===== src/rtl/dcache_wt_ctrl.sv =====
// dcache_wt_ctrl
//   Direct-mapped, write-through, no-write-allocate data cache controller
//   between the CPU load/store port and the data memory block. Cacheable read
//   hits are answered locally in one cycle. Misses, uncached reads and every
//   write go to memory over the mem_req_valid/mem_ready handshake. Hit and miss
//   counters cover cacheable reads only.
//
//   Cacheable regions: 0x200..0x3FC (const) and 0x800..0x9FC (var).
//
// Ports
//   CLK, RESET          clock (rising edge), asynchronous active-high reset
//   cpu_req_valid       CPU request, held with rw/addr/wdata until cpu_done
//   cpu_req_rw          1 = write, 0 = read
//   cpu_addr            byte address, bits [1:0] ignored
//   cpu_wdata           store data
//   cpu_rdata           load data, valid while cpu_done = 1
//   cpu_done            one-cycle completion pulse
//   flush               clears every line valid bit at the next edge
//   mem_req_valid       registered memory request
//   mem_req_rw          1 = write, 0 = read
//   mem_req_addr        word-aligned request address
//   mem_data_write      store data to memory
//   mem_data_read       memory read data, valid with mem_ready
//   mem_ready           one-cycle memory completion
//   hit_count           cacheable read hits (wraps)
//   miss_count          cacheable read misses (wraps)
module dcache_wt_ctrl #(
  parameter int IDX_BITS = 3,
  parameter int CNT_W    = 16
) (
  input  logic             CLK,
  input  logic             RESET,
  input  logic             cpu_req_valid,
  input  logic             cpu_req_rw,
  input  logic [31:0]      cpu_addr,
  input  logic [31:0]      cpu_wdata,
  output logic [31:0]      cpu_rdata,
  output logic             cpu_done,
  input  logic             flush,
  output logic             mem_req_valid,
  output logic             mem_req_rw,
  output logic [31:0]      mem_req_addr,
  output logic [31:0]      mem_data_write,
  input  logic [31:0]      mem_data_read,
  input  logic             mem_ready,
  output logic [CNT_W-1:0] hit_count,
  output logic [CNT_W-1:0] miss_count
);

  localparam int N_LINES = 1 << IDX_BITS;
  localparam int TAG_W   = 30 - IDX_BITS;

  typedef enum logic [1:0] {IDLE, RD_MISS, WR_THRU} state_t;

  state_t state, state_next;

  logic [N_LINES-1:0] line_valid;
  logic [TAG_W-1:0]   line_tag  [N_LINES];
  logic [31:0]        line_data [N_LINES];

  logic [IDX_BITS-1:0] cpu_idx, req_idx;
  logic [TAG_W-1:0]    cpu_tag, req_tag;
  logic cpu_var, cpu_cacheable, cpu_hit, accept;
  logic req_var, req_cacheable;

  logic        done_next, mvalid_next, mrw_next;
  logic [31:0] rdata_next, maddr_next, mwdata_next;
  logic        hit_inc, miss_inc, fill_en, upd_en, clear_all;

  // Byte-offset bits never take part in lookup or in the memory address.
  logic unused_addr_bits;
  assign unused_addr_bits = ^cpu_addr[1:0];

  assign cpu_idx       = cpu_addr[2 +: IDX_BITS];
  assign cpu_tag       = cpu_addr[31:2+IDX_BITS];
  assign cpu_var       = (cpu_addr[31:9] == 23'd4);
  assign cpu_cacheable = (cpu_addr[31:9] == 23'd1) || cpu_var;
  assign cpu_hit       = cpu_cacheable && line_valid[cpu_idx] && (line_tag[cpu_idx] == cpu_tag);
  assign accept        = (state == IDLE) && cpu_req_valid && !cpu_done;

  // While a request is outstanding, fill and coherence decisions use the
  // registered request address so they do not depend on the CPU holding it.
  assign req_idx       = mem_req_addr[2 +: IDX_BITS];
  assign req_tag       = mem_req_addr[31:2+IDX_BITS];
  assign req_var       = (mem_req_addr[31:9] == 23'd4);
  assign req_cacheable = (mem_req_addr[31:9] == 23'd1) || req_var;

  always_comb begin
    state_next  = state;
    done_next   = 1'b0;
    rdata_next  = cpu_rdata;
    mvalid_next = mem_req_valid;
    mrw_next    = mem_req_rw;
    maddr_next  = mem_req_addr;
    mwdata_next = mem_data_write;
    hit_inc     = 1'b0;
    miss_inc    = 1'b0;
    fill_en     = 1'b0;
    upd_en      = 1'b0;
    clear_all   = flush;

    case (state)
      IDLE: begin
        if (accept) begin
          if (cpu_req_rw) begin
            mvalid_next = 1'b1;
            mrw_next    = 1'b1;
            maddr_next  = {cpu_addr[31:2], 2'b00};
            mwdata_next = cpu_wdata;
            upd_en      = cpu_var && cpu_hit;
            state_next  = WR_THRU;
          end else if (cpu_hit) begin
            rdata_next = line_data[cpu_idx];
            done_next  = 1'b1;
            hit_inc    = 1'b1;
          end else begin
            mvalid_next = 1'b1;
            mrw_next    = 1'b0;
            maddr_next  = {cpu_addr[31:2], 2'b00};
            miss_inc    = cpu_cacheable;
            state_next  = RD_MISS;
          end
        end
      end

      RD_MISS: begin
        if (mem_ready) begin
          mvalid_next = 1'b0;
          rdata_next  = mem_data_read;
          done_next   = 1'b1;
          // A coincident flush wins: the CPU gets its data, the line stays invalid.
          fill_en     = req_cacheable && !flush;
          state_next  = IDLE;
        end
      end

      WR_THRU: begin
        if (mem_ready) begin
          mvalid_next = 1'b0;
          done_next   = 1'b1;
          // Memory folds any non-var write onto var storage, so which cached
          // word went stale is unknown; drop the whole cache.
          if (!req_var) clear_all = 1'b1;
          state_next  = IDLE;
        end
      end

      default: state_next = IDLE;
    endcase
  end

  always_ff @(posedge CLK or posedge RESET) begin
    if (RESET) begin
      state          <= IDLE;
      cpu_done       <= 1'b0;
      cpu_rdata      <= '0;
      mem_req_valid  <= 1'b0;
      mem_req_rw     <= 1'b0;
      mem_req_addr   <= '0;
      mem_data_write <= '0;
      hit_count      <= '0;
      miss_count     <= '0;
    end else begin
      state          <= state_next;
      cpu_done       <= done_next;
      cpu_rdata      <= rdata_next;
      mem_req_valid  <= mvalid_next;
      mem_req_rw     <= mrw_next;
      mem_req_addr   <= maddr_next;
      mem_data_write <= mwdata_next;
      if (hit_inc)  hit_count  <= hit_count + CNT_W'(1);
      if (miss_inc) miss_count <= miss_count + CNT_W'(1);
    end
  end

  always_ff @(posedge CLK or posedge RESET) begin
    if (RESET) begin
      line_valid <= '0;
    end else if (clear_all) begin
      line_valid <= '0;
    end else if (fill_en) begin
      line_valid[req_idx] <= 1'b1;
    end
  end

  // Tag and data need no reset; they are only trusted behind a valid bit.
  always_ff @(posedge CLK) begin
    if (fill_en) begin
      line_tag[req_idx]  <= req_tag;
      line_data[req_idx] <= mem_data_read;
    end else if (upd_en) begin
      line_data[cpu_idx] <= cpu_wdata;
    end
  end

endmodule

===== config.mk =====
export PLATFORM = sky130hd
export DESIGN_NAME = dcache_wt_ctrl
export DESIGN_NICKNAME = d
export VERILOG_FILES = /design/src/rtl/dcache_wt_ctrl.sv
export SDC_FILE = /design/constraint.sdc
export NUM_CORES = 1
export LEC_CHECK = 0
export ABC_AREA = 1
export CORE_UTILIZATION = 52
export CTS_BUF_LIST = sky130_fd_sc_hd__clkbuf_16
export CTS_CLUSTER_SIZE = 40
export DETAILED_ROUTE_END_ITERATION = 16
export HOLD_SLACK_MARGIN = 0.12
export PLACE_DENSITY_LB_ADDON = 0.1
export SYNTH_ARGS = -nofsm -noshare
export SYNTH_HDL_FRONTEND = slang
export SYNTH_SLANG_ARGS = --single-unit

===== constraint.sdc =====
create_clock -name CLK -period 4.6 [get_ports CLK]
set_clock_uncertainty 0.2 [all_clocks]
set_input_delay 0.69 -clock CLK [delete_from_list [all_inputs] [get_ports CLK]]
set_output_delay 0.69 -clock CLK [all_outputs]
set_load 0.1 [all_outputs]

* After elaboration in Yosys (flattened, before gate mapping)
Memory sizes are Yosys's and may differ from the RTL's.
Cells that the tools add are included.
** Operators by class
- Bitwise logic cells :: 1
- Reductions and logical operators :: 22
- Multiplexer cells :: 51
- Equal/unequal tests :: 14
- $add $sub $neg :: 2
- Magnitude comparators :: 3
** Operator list (number)
- $mux 32 :: 7
- $pmux 32 s2 :: 1
- $eq 23x1->1 const B :: 2
- $eq 23x3->1 const B :: 2
- $add 16x1->16 const B :: 2
- $reduce_or 32->1 :: 1
- $mux 1 :: 31
- $eq 27x27->1 :: 1
- $mux 8 :: 2
- $ne 2x2->1 const B :: 5
- $reduce_and 3->1 :: 3
- $lt 3x4->1 const B :: 2
- $mux 2 :: 4
- $or 8x8->8 :: 1
- $logic_and 1x1->1 :: 7
- $reduce_bool 2->1 :: 3
- $reduce_and 5->1 :: 1
- $pmux 1 s2 :: 2
- $pmux 2 s2 :: 1
- $reduce_and 4->1 :: 1
- $bmux 1 s3 :: 1
- $demux 1 s3 :: 1
- $ge 3x1->1 const B :: 1
- $mux 3 :: 1
- other kinds (8) :: 10
** Word-level totals
- Register bits :: 141
- Output and inout port bits :: 131
- RAM bits :: 472
- Memories kept :: 2
- Logic and storage cells :: 105
- Input port bits :: 102
** Memories
- line_data :: depth 8, width 32, read ports 1, clocked after Yosys merged registers in 0, write ports 1, RTL line 59 : logic [31:0] line_data [N_LINES];
- line_tag :: depth 8, width 27, read ports 1, clocked after Yosys merged registers in 0, write ports 1, RTL line 58 : logic [TAG_W-1:0] line_tag [N_LINES];

* Depth between registers and ports, before layout
- Word-level depth :: 13
- Mapped depth :: 22
- Mapped depth without buffers :: 19

* Worst setup path before layout
Ideal clock, no wire load.
- Path type :: input -> register
- Start :: input port cpu_addr[3]
- End :: memory line_data[0][0], enable pin
- Buffers on the path :: 4
- Setup slack :: 271 ps
- Arrival :: 3708 ps
- Stages :: 17
- Path through :: buf_2 inv_2 buf_4 buf_4 o211ai_1 nand3_2 nand2_1 nor2_1 nand2_1 nor2_1 nand2_1 nor2_1 nand3_1 buf_2 o21ai_1 inv_1 nor2_1
** On the way
- Longest elaborated chain between the ends :: 13
- Elaborated cells between the ends (all ways) :: 16
- Those cells by class :: eq/ne (1); mux (10); reduce/logical (4); memory (1)
** RTL lines
- start: declaration :: RTL line 35 : input logic [31:0] cpu_addr,
- parallel branches: the longest is 13 deep, another holds $mem_v2 8x27
- end: declaration :: RTL line 59
Parallel ways; which one is timed is not known. The select of a mux whose other input is x is not followed.

* Worst setup path after layout
- Start :: input port cpu_addr[25]
- End :: memory line_data[1][11], data pin
** On the way
- Longest elaborated chain between the ends :: 13
- Elaborated cells between the ends (all ways) :: 15
- Those cells by class :: eq/ne (3); mux (7); reduce/logical (5)
** RTL lines
- $eq 23x1->1 or $eq 23x3->1 (tied branches) :: RTL line 77, 76
- $logic_or 1x1->1 :: RTL line 77 : assign cpu_cacheable = (cpu_addr[31:9] == 23'd1) || cpu_var;
- $logic_and 1x1->1 (2 in a row) :: RTL line 78 : assign cpu_hit = cpu_cacheable && line_valid[cpu_idx] && (line_tag[cpu_idx] == cpu_tag);
- $logic_and 1x1->1 * :: RTL line 110 : upd_en = cpu_var && cpu_hit;
- $mux 1 * :: RTL line 105 : if (cpu_req_rw) begin
- $mux 1 * :: RTL line 104 : if (accept) begin
- $mux 1 * :: RTL line 102 : case (state)
- $mux 1 * :: RTL line 191 : end else if (upd_en) begin
- $mux 1 * :: RTL line 188 : if (fill_en) begin
- $mux 1 (not written as such) * :: RTL line 192 : line_data[cpu_idx] <= cpu_wdata;
- $reduce_or 32->1 (no line) *
- $mux 32 (no line) *
Every way passes the cells marked *; elsewhere a longest branch is shown, timed or not.

==> impl_metrics.env <==
export IMPL_status="completed"
export IMPL_netlist_top_cells_area="edfxtp_1, dfrtp_1, nand2_1"
export IMPL_hold_start="cpu_rdata[16]"
export IMPL_p_total_mw=17.60
export IMPL_drv_slew=0
export IMPL_hold_depth=2
export IMPL_max_cap_violations=0
export IMPL_die_w_um=230.2
export IMPL_final_util_pct=62.65
export IMPL_ctsResizeCount=0
export IMPL_synth_edff_count=472
export IMPL_clk_latency_ps=630
export IMPL_finalSetupTns_ps=0
export IMPL_wl_per_cell_um=19.12
export IMPL_yosysUniqueCellTypes=38
export IMPL_finalSetupViolations=0
export IMPL_post_drt_via_cell_ratio=5.388
export IMPL_clockRootBuffer="clkbuf_16"
export IMPL_crit_reg2reg_capture="line_data[7][8]"
export IMPL_worst_slack_ps=933.6
export IMPL_ant_nets=0
export IMPL_post_cts_buffers=0
export IMPL_hold_ws_ps=284.6
export IMPL_clkTransAtPathRegs_ps=60
export IMPL_grt_pass1_vias=19660
export IMPL_timing_final_crit_share_pct=79.70
export IMPL_placed_cells=3570
export IMPL_required_ps=4710
export IMPL_row_count=83
export IMPL_r2r_start="mem_req_addr[13]"
export IMPL_fin_area_sq_um=32210
export IMPL_start_util_pct=52.68
export IMPL_cts_sinks=611
export IMPL_cp_max_fo=45
export IMPL_numCtsBuffers=61
export IMPL_dieArea_sq_um=53000
export IMPL_grt_overflow_total=0
export IMPL_antenna_found_initial=1
export IMPL_synth_area_leader_cell="edfxtp_1"
export IMPL_syn_avg_cell_area_sq_um=9.928
export IMPL_cts_tree="done"
export IMPL_criticalPathCategory="in2reg"
export IMPL_yosys_warnings=0
export IMPL_hpwlAfterDp_mm=42.95
export IMPL_clockBufferDepth=3
export IMPL_num_vias=19870
export IMPL_maxSlewHeadroom_pct=28.08
export IMPL_hold_violations=0
export IMPL_grt_pass1_wl_mm=110.4
export IMPL_syn_inst=2728
export IMPL_netlist_area_sq_um=27080
export IMPL_drc_errors=0
export IMPL_ys_seq_area_share_pct=65.18
export IMPL_start_kind="input pin"
export IMPL_min_path_type="reg2reg"
export IMPL_die_y_um=230.2
export IMPL_fmax_mhz=272.7
export IMPL_place_area_sq_um=30310
export IMPL_post_route_min_period_ps=3666
export IMPL_power_density_nw_per_um2=546.3
export IMPL_place_congestion=0.9243
export IMPL_wl_mm=70.49
export IMPL_setup_worst_path_start="cpu_addr[25]"
export IMPL_dr_first_iter_drc_count=1749
export IMPL_synth_main_ff_cell="edfxtp_1"
export IMPL_irDropWorstVdd_v=0.0005577
export IMPL_async_reset_ff_share_pct=22.75
export IMPL_htree_levels=2
export IMPL_grtUsageTotal_pct=27.15
export IMPL_leakage_nw=13.21
export IMPL_core_area_sq_um=51410
export IMPL_numPortBuffers=228
export IMPL_synth_top_area_share_pct=52.34
export IMPL_ff2ff_path_depth=12
export IMPL_cts_hold_buf=0
export IMPL_nNetsFinal=3061
export IMPL_worst_pin_slew_ps=1075
export IMPL_min_to="cpu_rdata[16]"
export IMPL_final_layout_size_suffix_gt1_share_pct=7.285
export IMPL_pre_cts_slack_ps=349.8
export IMPL_instances_no_fill=3687
export IMPL_io_pins=233
export IMPL_synth_common_cells="nand2_1, edfxtp_1, inv_1"
export IMPL_syn_to_final_growth_pct=18.92
export IMPL_synth_most_common_cell="nand2_1"
export IMPL_end_kind="flip-flop"
export IMPL_yosys_register_bits=611
export IMPL_grt_max_degree=127
export IMPL_arrival_ps=3770
export IMPL_rsz0062_at_grt="no"
export IMPL_r2r_slack_ps=1010
export IMPL_first_pass_iters=5
kinds of logic after synthesis:
group	Yosys count	synth area share, %
adders and majority gates	6	0.2772
and+or+nand+nor	1245	18.65
xor gates and xnor gates	22	0.7115
DFF	611	65.18
buffers and inverters	457	6.953
muxes	10	0.4158
AOI/OAI and AO/OA	376	7.799
other	1	0.01385
layout by cell type (no fill, tap or decap), drive strengths merged, types with 17 or more instances in the layout:
cell             n
buf             63
nand3          208
o22ai           64
clkbuf          63
nand2          697
clkdlybuf4s50  225
nor2           299
a21oi           17
clkinv          31
edfxtp         472
o21ai          270
inv            345
nand4           20
dfrtp          139
a31o            18
state kept, by name (all words and copies together), names as in the netlist:
name            count
line_data         256
line_tag          216
cpu_rdata          32
mem_data_write     32
mem_req_addr       30
hit_count          16
miss_count         16
line_valid          8
state               2
cpu_done            1
mem_req_rw          1
mem_req_valid       1
critical path, stage by stage:
cell and delay (ps):
clkdlybuf4s50_1 530, nor2_1 150, nand2_1 70, nor2_1 310, nand4_1 280, nor2_1 160, nand2_1 60, nor2_1 160
nand2_1 80, nor2_1 110, nand3_2 210, buf_12 260, o21ai_0 670
report_power, final:
part	internal, mW	leakage [nW]	switching (mW)
Combinational	1.30	6.21	4.44
Clock	2.63	0.985	2.07
Sequential	6.64	6.02	0.514
Total	10.6	13.2	7.02
worst max-delay path by stage:
stage / to / slack (ps) / cells after the start
after floorplan: line_data[0][0] / 270 / 17
after global placement: line_data[3][17] / 440 / 15
after detailed placement: line_data[1][11] / 350 / 13
after CTS: line_data[6][8] / 980 / 12
after global routing: line_data[4][13] / 750 / 16
final: line_data[1][11] / 930 / 13
layer usage:
metal / global-route usage (%) / up-vias / wire (um)
met3: 3.373 / 142 / 3855
li1: - / 9508 / -
met5: 0 / - / 0
met1: 35.20 / 9594 / 29100
met4: 10.64 / 0 / 2415
met2: 46.50 / 623 / 35120
area by class of cell:
class | instances | area (sq um)
clock inverter | 53 | 312.8
multi-input combinational | 1661 | 7649
fill | 4151 | 19200
sequential | 611 | 17650
timing repair buffer | 288 | 2914
antenna | 1 | 2.502
clock buffer | 63 | 1577
inverter | 330 | 1249
tap | 680 | 850.8
(Power assumes the default switching activity.)
==> RTL edit 1: new RTL, same flow settings <==
The parameter `CNT_W` goes from 16 to 14.
--- a/src/rtl/dcache_wt_ctrl.sv
+++ b/src/rtl/dcache_wt_ctrl.sv
@@ -27,5 +27,5 @@
 module dcache_wt_ctrl #(
   parameter int IDX_BITS = 3,
-  parameter int CNT_W    = 16
+  parameter int CNT_W    = 14
 ) (
   input  logic             CLK,
Ports: changed (resized hit_count and miss_count); port bits go from 233 to 229. The function was not compared with the original's and may differ.
==> RTL edit 1 against the original RTL <==
  * Worst setup slack lost 0.13 ns
  * Count of clock-buffer cells in the layout grew 2
  * Wire length shrank 1.4%
  * Area after synthesis shrank 1.4%
  * Hold slack lost 0.0073 ns
  * Register-to-register slack lost 0.10 ns
  * Cell area shrank 0.99%
  * Sequential cell count shrank 4
  * Global-route usage shrank 0.34 points
  * Total power grew 1.0%
  * Largest power group unchanged
==> RTL edit 1: results (changes against the original RTL) <==
<table>
<tr><th>Metric</th><th>Value</th></tr>
<tr><th colspan="2">Logic synthesis</th></tr>
<tr><td>Ranking of synthesized cells by instance count</td><td>sky130_fd_sc_hd__nand2_1, sky130_fd_sc_hd__edfxtp_1, sky130_fd_sc_hd__nor2_1 (was sky130_fd_sc_hd__nand2_1, sky130_fd_sc_hd__edfxtp_1, sky130_fd_sc_hd__inv_1)</td></tr>
<tr><td>Largest cells by area after synthesis</td><td>sky130_fd_sc_hd__edfxtp_1, sky130_fd_sc_hd__dfrtp_1, sky130_fd_sc_hd__nand2_1, sky130_fd_sc_hd__nor2_1, sky130_fd_sc_hd__inv_1 (was sky130_fd_sc_hd__edfxtp_1, sky130_fd_sc_hd__dfrtp_1, sky130_fd_sc_hd__nand2_1, sky130_fd_sc_hd__o21ai_0, sky130_fd_sc_hd__inv_1)</td></tr>
<tr><td>Mux contribution to synthesized area</td><td>0% (was 0.416%)</td></tr>
<tr><td>Post-synthesis register bit count</td><td>607 (was 611)</td></tr>
<tr><td>Post-synthesis instance total</td><td>2656 (was 2728)</td></tr>
<tr><th colspan="2">Setup path</th></tr>
<tr><td>Longest individual stage delay on the worst path</td><td>0.78 ns (was 0.67 ns)</td></tr>
<tr><th colspan="2">Layout</th></tr>
<tr><td>Nets@finish</td><td>2979 (was 3061)</td></tr>
<tr><td>Clock Buffer Count</td><td>65 (was 63)</td></tr>
<tr><td>Multi-input gate area in the final layout</td><td>7500 µm² (was 7650 µm²)</td></tr>
<tr><th colspan="2">Route</th></tr>
<tr><td>Wl on met1</td><td>29.0 mm (was 29.1 mm)</td></tr>
<tr><td>Iteration count of the initial detailed-routing pass</td><td>8 (was 5)</td></tr>
<tr><td>DR WL/cell</td><td>19.3 µm (was 19.1 µm)</td></tr>
<tr><th colspan="2">Floorplanning</th></tr>
<tr><td>Std-Cell Core Area</td><td>50400 µm² (was 51400 µm²)</td></tr>
<tr><th colspan="2">Placed design</th></tr>
<tr><td>Total cell area at the placement stage</td><td>29900 µm² (was 30300 µm²)</td></tr>
<tr><th colspan="2">GRT</th></tr>
<tr><td>Pin count of the biggest net entering global routing</td><td>126 (was 127)</td></tr>
<tr><td>Met2 usage</td><td>45.2% (was 46.5%)</td></tr>
<tr><td>Via count of the first global-routing pass</td><td>19200 (was 19700)</td></tr>
<tr><td>Global-route wire length before repair</td><td>108 mm (was 110 mm)</td></tr>
<tr><th colspan="2">Pwr</th></tr>
<tr><td>Static leakage power</td><td>13.1 nW (was 13.2 nW)</td></tr>
<tr><th colspan="2">Outcome</th></tr>
<tr><td>Status</td><td>finished, final reports clean (unchanged)</td></tr>
</table>
-- RTL edit 1: path summary, 6_finish.rpt --
kind                                               startpoint                       endpoint  cells after the start
worst max-delay path                             cpu_addr[22]     line_data[3][28]$_DFFE_PP_                     15
worst min-delay path                                    RESET  mem_data_write[1]$_DFFE_PP0P_                      2
worst max register to register           state[0]$_DFFE_PP0P_     line_data[3][28]$_DFFE_PP_                     12
worst min register to register  mem_data_write[4]$_DFFE_PP0P_  mem_data_write[4]$_DFFE_PP0P_                      2
max in group asynchronous                               RESET    mem_req_addr[2]$_DFFE_PP0P_                      3
min in group CLK                mem_data_write[4]$_DFFE_PP0P_  mem_data_write[4]$_DFFE_PP0P_                      2
-- RTL edit 1: per-stage QoR --
step / hold WS (ns) / power (mW)
2_1_floorplan: 0.281 / 11.3
3_3_place_gp: 0.254 / 12.9
3_5_place_dp: 0.264 / 12.9
4_1_cts: 0.280 / 17.9
5_1_grt: 0.310 / 18.4
6_report: 0.277 / 17.8
==> RTL edit 2: new RTL, config.mk and constraints unchanged <==
Made on the original files. Put one more register stage on the output `hit_count`, cleared by the reset. The value now appears one clock later. The other outputs are not delayed to match.
--- a/src/rtl/dcache_wt_ctrl.sv
+++ b/src/rtl/dcache_wt_ctrl.sv
@@ -53,4 +53,6 @@
   typedef enum logic [1:0] {IDLE, RD_MISS, WR_THRU} state_t;
 
+  logic [CNT_W-1:0] hit_count_s0;
+
   state_t state, state_next;
 
@@ -159,5 +161,5 @@
       mem_req_addr   <= '0;
       mem_data_write <= '0;
-      hit_count      <= '0;
+      hit_count_s0   <= '0;
       miss_count     <= '0;
     end else begin
@@ -169,5 +171,5 @@
       mem_req_addr   <= maddr_next;
       mem_data_write <= mwdata_next;
-      if (hit_inc)  hit_count  <= hit_count + CNT_W'(1);
+      if (hit_inc)  hit_count_s0 <= hit_count_s0 + CNT_W'(1);
       if (miss_inc) miss_count <= miss_count + CNT_W'(1);
     end
@@ -194,3 +196,11 @@
   end
 
+  always_ff @(posedge CLK or posedge RESET) begin
+    if (RESET) begin
+      hit_count <= '0;
+    end else begin
+      hit_count <= hit_count_s0;
+    end
+  end
+
 endmodule
Function: no difference found for any inputs over 4 cycles, from zero or initial values and one cycle with RESET high; that may be too few to reach the edited logic, so the function may still have changed.
==> RTL edit 2 against the original RTL <==
  * Worst setup slack better by 0.084 ns
  * Wire length is 0.90% higher
  * Synthesized cell count is 1.3% lower
  * Cell area is 1.6% higher
  * Sequential cell count is 16 higher
  * Total power is 3.9% higher
  * Area after synthesis is 1.1% higher
  * Final cell count is 0.73% lower
  * Sequential share of layout area is 0.36 points higher
  * Count of clock-buffer cells in the layout is 7 higher
  * Hold slack worse by 0.074 ns
  * Critical path type unchanged
  * Highest routed layer unchanged
==> RTL edit 2: results (changes against the original RTL) <==
<table>
<tr><th>Metric</th><th>Value</th></tr>
<tr><th colspan="2">Logic synthesis</th></tr>
<tr><td>Distinct cell type count after synthesis</td><td>43 (was 38)</td></tr>
<tr><td>Sequential cell area fraction in the yosys report</td><td>65.9% (was 65.2%)</td></tr>
<tr><td>Ranking of synthesized cells by instance count</td><td>sky130_fd_sc_hd__nand2_1, sky130_fd_sc_hd__edfxtp_1, sky130_fd_sc_hd__nor2_1 (was sky130_fd_sc_hd__nand2_1, sky130_fd_sc_hd__edfxtp_1, sky130_fd_sc_hd__inv_1)</td></tr>
<tr><th colspan="2">Placed design</th></tr>
<tr><td>Total cell area at the placement stage</td><td>30600 µm² (was 30300 µm²)</td></tr>
<tr><td>Instance count after placement with tap cells included</td><td>3535 (was 3570)</td></tr>
<tr><th colspan="2">Setup path</th></tr>
<tr><td>Beginning of the worst register-to-register path</td><td>state[0]$_DFFE_PP0P_ (was mem_req_addr[13]$_DFFE_PP0P_)</td></tr>
<tr><td>Reg2Reg Depth</td><td>15 (was 12)</td></tr>
<tr><td>Critical Path Start</td><td>cpu_addr[26] (was cpu_addr[25])</td></tr>
<tr><td>Largest fanout on the critical path</td><td>32 (was 45)</td></tr>
<tr><th colspan="2">Pwr</th></tr>
<tr><td>Static leakage power</td><td>13.5 nW (was 13.2 nW)</td></tr>
<tr><td>VDD IR max</td><td>0.000531 V (was 0.000558 V)</td></tr>
<tr><th colspan="2">GRT</th></tr>
<tr><td>Initial antenna violation count</td><td>0 (was 1)</td></tr>
<tr><td>Global-route wire length before repair</td><td>110 mm (about the same)</td></tr>
<tr><td>Pin count of the biggest net entering global routing</td><td>100 (was 127)</td></tr>
<tr><th colspan="2">Route</th></tr>
<tr><td>Iteration count of the initial detailed-routing pass</td><td>6 (was 5)</td></tr>
<tr><td>Via count</td><td>19900 (about the same)</td></tr>
<tr><td>Initial DRC Count</td><td>1572 (was 1749)</td></tr>
<tr><th colspan="2">Layout</th></tr>
<tr><td>Nets@finish</td><td>3033 (was 3061)</td></tr>
<tr><td>Diodes inserted</td><td>0 (was 1)</td></tr>
<tr><th colspan="2">Clock network</th></tr>
<tr><td>Total CTS buffers</td><td>68 (was 61)</td></tr>
<tr><td>Latest clock arrival within the worst-skew pair</td><td>0.61 ns (was 0.63 ns)</td></tr>
<tr><th colspan="2">Outcome</th></tr>
<tr><td>Status</td><td>finished, final reports clean (unchanged)</td></tr>
<tr><th colspan="2">Min path</th></tr>
<tr><td>Cell depth of the worst hold path</td><td>0 (was 2)</td></tr>
<tr><td>Hold Crit Endpoint</td><td>hit_count[1]$_DFF_PP0_ (was cpu_rdata[16]$_DFFE_PP0P_)</td></tr>
<tr><th colspan="2">STA</th></tr>
<tr><td>Worst hold slack</td><td>0.210 ns (was 0.285 ns)</td></tr>
</table>
-- RTL edit 2: changes by cell type in the layout (fill, tap and decap cells not counted), moves of 9 or more --
| cell | change |
|---|---|
| sky130_fd_sc_hd__nand2_1 | +45 |
| sky130_fd_sc_hd__nand3_1 | +14 |
| sky130_fd_sc_hd__dfrtp_1 | +16 |
| sky130_fd_sc_hd__nor2_1 | -36 |
| sky130_fd_sc_hd__o21ai_1 | +51 |
| sky130_fd_sc_hd__mux2_2 | +14 |
| sky130_fd_sc_hd__nor3_1 | +9 |
| sky130_fd_sc_hd__o21ai_0 | -63 |
| sky130_fd_sc_hd__inv_1 | -65 |
| sky130_fd_sc_hd__o21ai_2 | -12 |
| sky130_fd_sc_hd__a31o_2 | -18 |
-- RTL edit 2: kinds of logic (layout without fill, tap and decap cells) --
group	Yosys count	in the layout	synth area share, %
AND/OR/NAND/NOR	1291	1291	19.5
flip-flops	627	627	65.9
multiplexers	24	24	0.987
XOR/XNOR	19	19	0.608
other	1	2	0.0137
adder cells (fa/ha/maj)	6	6	0.274
AO/OA/AOI/OAI	335	335	6.64
buffers and inverters	390	676	6.05
-- RTL edit 2: report_power, final --
group	total (mW)	leakage (nW)	switching, mW	internal, mW
Clock	5.23	1.12	2.19	3.04
Sequential	7.34	6.19	0.555	6.78
Combinational	5.71	6.21	4.42	1.30
Total	18.3	13.5	7.16	11.1
-- RTL edit 2: final cells by class --
cell class	count	area [µm²]
clock buffers	70	1750
clock inverters	55	392
repair buffers	287	2920
inverters	264	1000
multi-input cells	1677	7750
flip-flops and latches	627	18100
fillers	4178	18900
well taps	680	851
-- RTL edit 2: per-layer routing --
metal  vias up  GRT usage [%]  share of wire (%)
met4         0           10.3                3.1
met2       684           45.1                 49
li1       9465              -                  -
met5         -              0                  0
met3       142           3.76                6.3
met1      9582           35.8                 42
